<file path="config.mk">
export PLATFORM = sky130hd
export DESIGN_NAME = io_lane_scheduler
export DESIGN_NICKNAME = d
export VERILOG_FILES = /design/src/rtl/io_sched_pkg.sv /design/src/rtl/io_lane_tracker.sv /design/src/rtl/io_lane_scheduler.sv
export SDC_FILE = /design/constraint.sdc
export NUM_CORES = 1
export LEC_CHECK = 0
export CORE_AREA = 4 4 85 87
export DETAILED_ROUTE_END_ITERATION = 10
export DIE_AREA = 0 0 89 91
export PLACE_DENSITY = 0.74
export SYNTH_ARGS = -nofsm -noshare
export SYNTH_HDL_FRONTEND = slang
export SYNTH_SLANG_ARGS = --single-unit
</file>
<file path="constraint.sdc">
create_clock -name clk -period 1.3 [get_ports clk]
set_input_delay 0.26 -clock clk [delete_from_list [all_inputs] [get_ports clk]]
set_output_delay 0.26 -clock clk [all_outputs]
set_load 0.02 [all_outputs]
</file>
<file path="src/rtl/io_sched_pkg.sv">
// io_sched_pkg: shared constants and state encoding for the IO lane scheduler.
package io_sched_pkg;
    localparam int LANES     = 4;
    localparam int LANE_W    = 8;
    localparam int MAX_WORDS = 4;
    localparam int CNT_W     = $clog2(MAX_WORDS);
    typedef enum logic [1:0] {IDLE, LOAD, RUN, DONE} state_t;
endpackage

</file>
<file path="src/rtl/io_lane_tracker.sv">
// io_lane_tracker: per-lane start level and finish flag.
module io_lane_tracker (
    input  logic clk,
    input  logic reset_n,
    input  logic arm_i,
    input  logic done_i,
    input  logic clear_i,
    output logic start_o,
    output logic finish_o
);
    logic start_q, finish_q;
    assign start_o  = start_q;
    assign finish_o = finish_q;
    always_ff @(posedge clk or negedge reset_n) begin
        if (!reset_n) begin
            start_q  <= 1'b0;
            finish_q <= 1'b0;
        end else begin
            start_q  <= arm_i ? 1'b1 : (done_i ? 1'b0 : start_q);
            finish_q <= clear_i ? 1'b0 : ((start_q && done_i) ? 1'b1 : finish_q);
        end
    end
endmodule

</file>
<file path="src/rtl/io_lane_scheduler.sv">
// io_lane_scheduler: steers bus words into four lane buffers, runs loaded lanes, reports completion/overflow.
module io_lane_scheduler
    import io_sched_pkg::*;
(
    input  logic                    clk,
    input  logic                    reset_n,
    input  logic                    int_req,
    input  logic                    process,
    input  logic [LANES-1:0]        lane_en,
    input  logic [LANES*LANE_W-1:0] data_in,
    input  logic                    data_valid,
    input  logic                    eob,
    output logic                    next,
    output logic [LANES*LANE_W-1:0] lane_data,
    output logic [LANES-1:0]        lane_load,
    output logic [LANES-1:0]        start,
    input  logic [LANES-1:0]        done,
    output logic                    busy,
    output logic                    complete,
    output logic                    err
);
    state_t                  state_q;
    logic [LANES-1:0]        load_mask_q, loaded_mask_q, lane_load_q;
    logic [CNT_W-1:0]        word_cnt_q;
    logic [LANES*LANE_W-1:0] lane_data_q;
    logic                    complete_q, err_q;
    logic [LANES-1:0]        finish, arm, fin_d;
    logic                    run_req;

    assign next      = state_q == LOAD;
    assign busy      = state_q != IDLE;
    assign lane_data = lane_data_q;
    assign lane_load = lane_load_q;
    assign complete  = complete_q;
    assign err       = err_q;
    assign run_req   = state_q == IDLE && int_req && process;
    assign arm       = run_req ? loaded_mask_q : '0;
    // finish as it will be after this edge, so DONE follows the last done by one cycle
    assign fin_d     = finish | (start & done);

    for (genvar l = 0; l < LANES; l++) begin : g_lane
        io_lane_tracker u_trk (
            .clk     (clk),
            .reset_n (reset_n),
            .arm_i   (arm[l]),
            .done_i  (done[l]),
            .clear_i (state_q == DONE),
            .start_o (start[l]),
            .finish_o(finish[l])
        );
    end

    always_ff @(posedge clk or negedge reset_n) begin
        if (!reset_n) begin
            state_q       <= IDLE;
            load_mask_q   <= '0;
            loaded_mask_q <= '0;
            lane_load_q   <= '0;
            word_cnt_q    <= '0;
            lane_data_q   <= '0;
            complete_q    <= 1'b0;
            err_q         <= 1'b0;
        end else begin
            lane_load_q <= '0;
            complete_q  <= 1'b0;
            case (state_q)
                IDLE: begin
                    if (int_req && process) begin
                        state_q    <= (loaded_mask_q == '0) ? DONE : RUN;
                        complete_q <= loaded_mask_q == '0;
                    end else if (int_req && lane_en != '0) begin
                        load_mask_q <= lane_en;
                        err_q       <= 1'b0;
                        word_cnt_q  <= '0;
                        state_q     <= LOAD;
                    end
                end
                LOAD: begin
                    if (data_valid) begin
                        for (int i = 0; i < LANES; i++)
                            if (load_mask_q[i])
                                lane_data_q[i*LANE_W +: LANE_W] <= data_in[i*LANE_W +: LANE_W];
                        lane_load_q   <= load_mask_q;
                        loaded_mask_q <= loaded_mask_q | load_mask_q;
                        word_cnt_q    <= word_cnt_q + 1'b1;
                        // counter at its top value without eob is the overflow condition
                        if (eob || word_cnt_q == CNT_W'(MAX_WORDS - 1)) begin
                            state_q <= IDLE;
                            err_q   <= !eob;
                        end
                    end
                end
                RUN: begin
                    if (fin_d == loaded_mask_q) begin
                        state_q    <= DONE;
                        complete_q <= 1'b1;
                    end
                end
                DONE: begin
                    loaded_mask_q <= '0;
                    state_q       <= IDLE;
                end
                default: state_q <= IDLE;
            endcase
        end
    end
endmodule
</file>
==> results <==
-- Yosys cell counts --
master     n  area share
buf_4      5       0.015
buf_2      1      0.0020
o21ai_0    7       0.014
and2_2     1      0.0030
or4_4      1      0.0045
clkbuf_1   1      0.0015
ha_1       1      0.0050
or2_2      1      0.0025
nor2_1     1      0.0015
nor2_4     1      0.0045
nand3b_4   1      0.0079
nor4_1     2      0.0050
nand3_1    1      0.0020
and3b_1    1      0.0035
nand2_1   12       0.018
buf_8      1      0.0059
inv_1     10       0.015
nor2b_4    1      0.0054
o32ai_1    1      0.0035
mux2_4    36        0.21
a21o_1     1      0.0030
mux2i_1    1      0.0040
nor3b_1    1      0.0030
a211o_1    1      0.0035
o211ai_1   1      0.0030
xnor2_1    3       0.010
dfrtp_1   58        0.57
a21oi_1   17       0.034
nand2_8    4       0.032
-- final timing paths --
check | cells after the start | end | from
setup / recovery | 5 | lane_data[4] | state_q[1]
hold / removal | 2 | load_mask_q[3] | lane_en[3]
setup reg to reg | 5 | lane_data[4] | state_q[1]
hold reg to reg | 1 | word_cnt_q[0] | word_cnt_q[0]
max in group asynchronous | 3 | lane_data[13] | reset_n
min in group asynchronous | 3 | g_lane[0].u_trk.start_o | reset_n
-- state kept, by name, indices dropped and copies added, names as in the netlist --
name and flops:
lane_data 32, loaded_mask_q 4, lane_load 4, complete 1, g_lane.u_trk.finish_o 4, state_q 2, word_cnt_q 2, g_lane.u_trk.start_o 4
load_mask_q 4, err 1
-- layer usage --
metal	track usage	vias up	routed length, um
li1	-	855	-
met1	0.196	856	2470
met2	0.225	70	2910
met3	0.0434	12	435
met4	0.0720	0	119
met5	0	-	0
-- report_power, final --
part / switching (mW) / internal (mW) / leakage (nW)
Combinational: 1.96 / 2.37 / 1.14
Sequential: 0.725 / 2.58 / 0.727
Clock: 0.726 / 0.935 / 0.0945
-- layout make-up --
cell class | count | share of cell area
Clock buffer | 10 | 0.0343
Multi-Input combinational cell | 101 | 0.283
Inverter | 10 | 0.00936
Sequential cell | 58 | 0.362
Clock inverter | 6 | 0.0165
Timing Repair Buffer | 121 | 0.270
Tap cell | 77 | 0.0240
-- worst register-to-register path: stages, from the launching register on --
cell,delay [ps]
dfrtp_2,440
nor2b_4,120
and2_4,170
buf_12,190
nand2_8,100
mux2_4,320
-- metrics by stage --
stage | TNS, ps | util | instance area [um^2] | cells
finish | -5090 | 0.632 | 4010 | 383
global route | -7740 | 0.632 | 4010 | 383
CTS | -4420 | 0.631 | 4010 | 379
detailed placement | -16360 | 0.563 | 3580 | 346
global placement | -16150 | 0.563 | 3580 | 346
floorplan | -5810 | - | 2540 | 173
-- logic make-up (layout without fill, tap and decap cells) --
| logic type | Yosys count | count (layout) | synth area share |
|---|---|---|---|
| flip-flops | 58 | 58 | 0.575 |
| multiplexers | 37 | 37 | 0.218 |
| AO/OA/AOI/OAI | 28 | 28 | 0.0605 |
| AND/OR/NAND/NOR | 28 | 32 | 0.0922 |
| buffers and inverters | 18 | 147 | 0.0391 |
| XOR/XNOR | 3 | 3 | 0.0104 |
| adder cells (fa/ha/maj) | 1 | 1 | 0.00495 |
-- what timing repair did --
action                                  4_1_cts  5_1_grt
endpoints found under the hold margin        58        0
endpoints found under the setup margin       89       82
buffers inserted                             13        7
hold buffers                                  1        0
gates resized for setup                     115       62
cloned                                        4        0
pin swaps                                     8        7
==> results.json <==
{
  "period_needed_ps": 1450,
  "overflow": 0,
  "setup_ws_ps": -154,
  "yosys.cell_types.count": 29,
  "postSynthCellCount": 173,
  "slowest_stage": "dfrtp_2",
  "insertion_delay_ps": 330,
  "worstSetupEndpointType": "flip-flop",
  "synth_seq_cells": 58,
  "n_fill_cell": 509,
  "grt_start_max_net_pins": 59,
  "dr_total_vias": 1793,
  "synth_area_um2": 2520,
  "dr.first_iter.drc_count": 73,
  "final-setup-viol-count": 49,
  "wl_per_cell_um": 15.5,
  "die_w_um": 89,
  "final_net_count": 348,
  "rsz0062_at_grt": "true",
  "drive_gt1_frac": 0.487,
  "crit_family": "flip-flops",
  "total_power_mw": 9.30,
  "cts_tree": "done",
  "skew_ps": 8.89,
  "rrSetupSlack_ps": -150,
  "maxSlewHeadroom": 0.685,
  "final_common_cell": "dfrtp_1",
  "crit_chain": "nor2b_4, and2_4, buf_12, nand2_8, mux2_4",
  "cts_max_path_buffers": 2,
  "grt_pass1_wl_mm": 9.32,
  "first_pass_iters": 4,
  "fin_hold_ws_ps": 309,
  "die_height_um": 91,
  "finalWirelength_mm": 5.94,
  "p_per_area_nw_per_um2": 2320,
  "report.final.hold_viol_count": 0,
  "gp_congestion": 0.805,
  "layout_common_cells": "dfrtp_1, clkdlybuf4s50_1, mux2_4",
  "yosysSeqAreaShare": 0.575,
  "syn2layout_area_growth_pct": 58.8,
  "grt_pass1_vias": 1931,
  "cpPeakStageDelay_ps": 440,
  "initial_utilization": 0.398,
  "numPortBuffers": 89,
  "cts-root-buf": "clkbuf_8",
  "drc": 0,
  "cp-start-kind": "flip-flop",
  "period_share": 1.12,
  "slew_viol_final": 0,
  "leakage_nw": 1.96,
  "crit_type": "reg2reg",
  "multi_input_area_um2": 1140,
  "ant_nets": 0,
  "rows": 29,
  "violations": "negative setup slack",
  "ir_drop_mv": 1.17,
  "place_hpwl_mm": 3.83,
  "ys_warn_count": 0,
  "hold_path_class": "in2reg",
  "htreeDepth": 3,
  "antenna_found_initial": 0,
  "tightest_slew_ps": 473,
  "io_pins": 90,
  "cts_buffers": 9,
  "place_ws_ps": -544,
  "grtUsageTotal": 0.150,
  "diodes": 0,
  "ff_latch_area_um2": 1450,
  "crit_buf_inv": 1,
  "cts.reportedPaths.clkPinSlew_ps": 70,
  "fp.coreArea_um2": 6350,
  "via_per_inst": 4.68,
  "synth.avg_cell_area_um2": 14.6,
  "syn-num-nets": 220,
  "status": "complete, but fails checks",
  "cp.required_ps": 1510,
  "cp_data_arrival_time_ps": 1660,
  "die-area_um2": 8100,
  "path_max_fanout": 7,
  "max_freq_mhz": 688,
  "numClockSinks": 58,
  "drv_cap": 0
}
(Power assumes the default switching activity.)
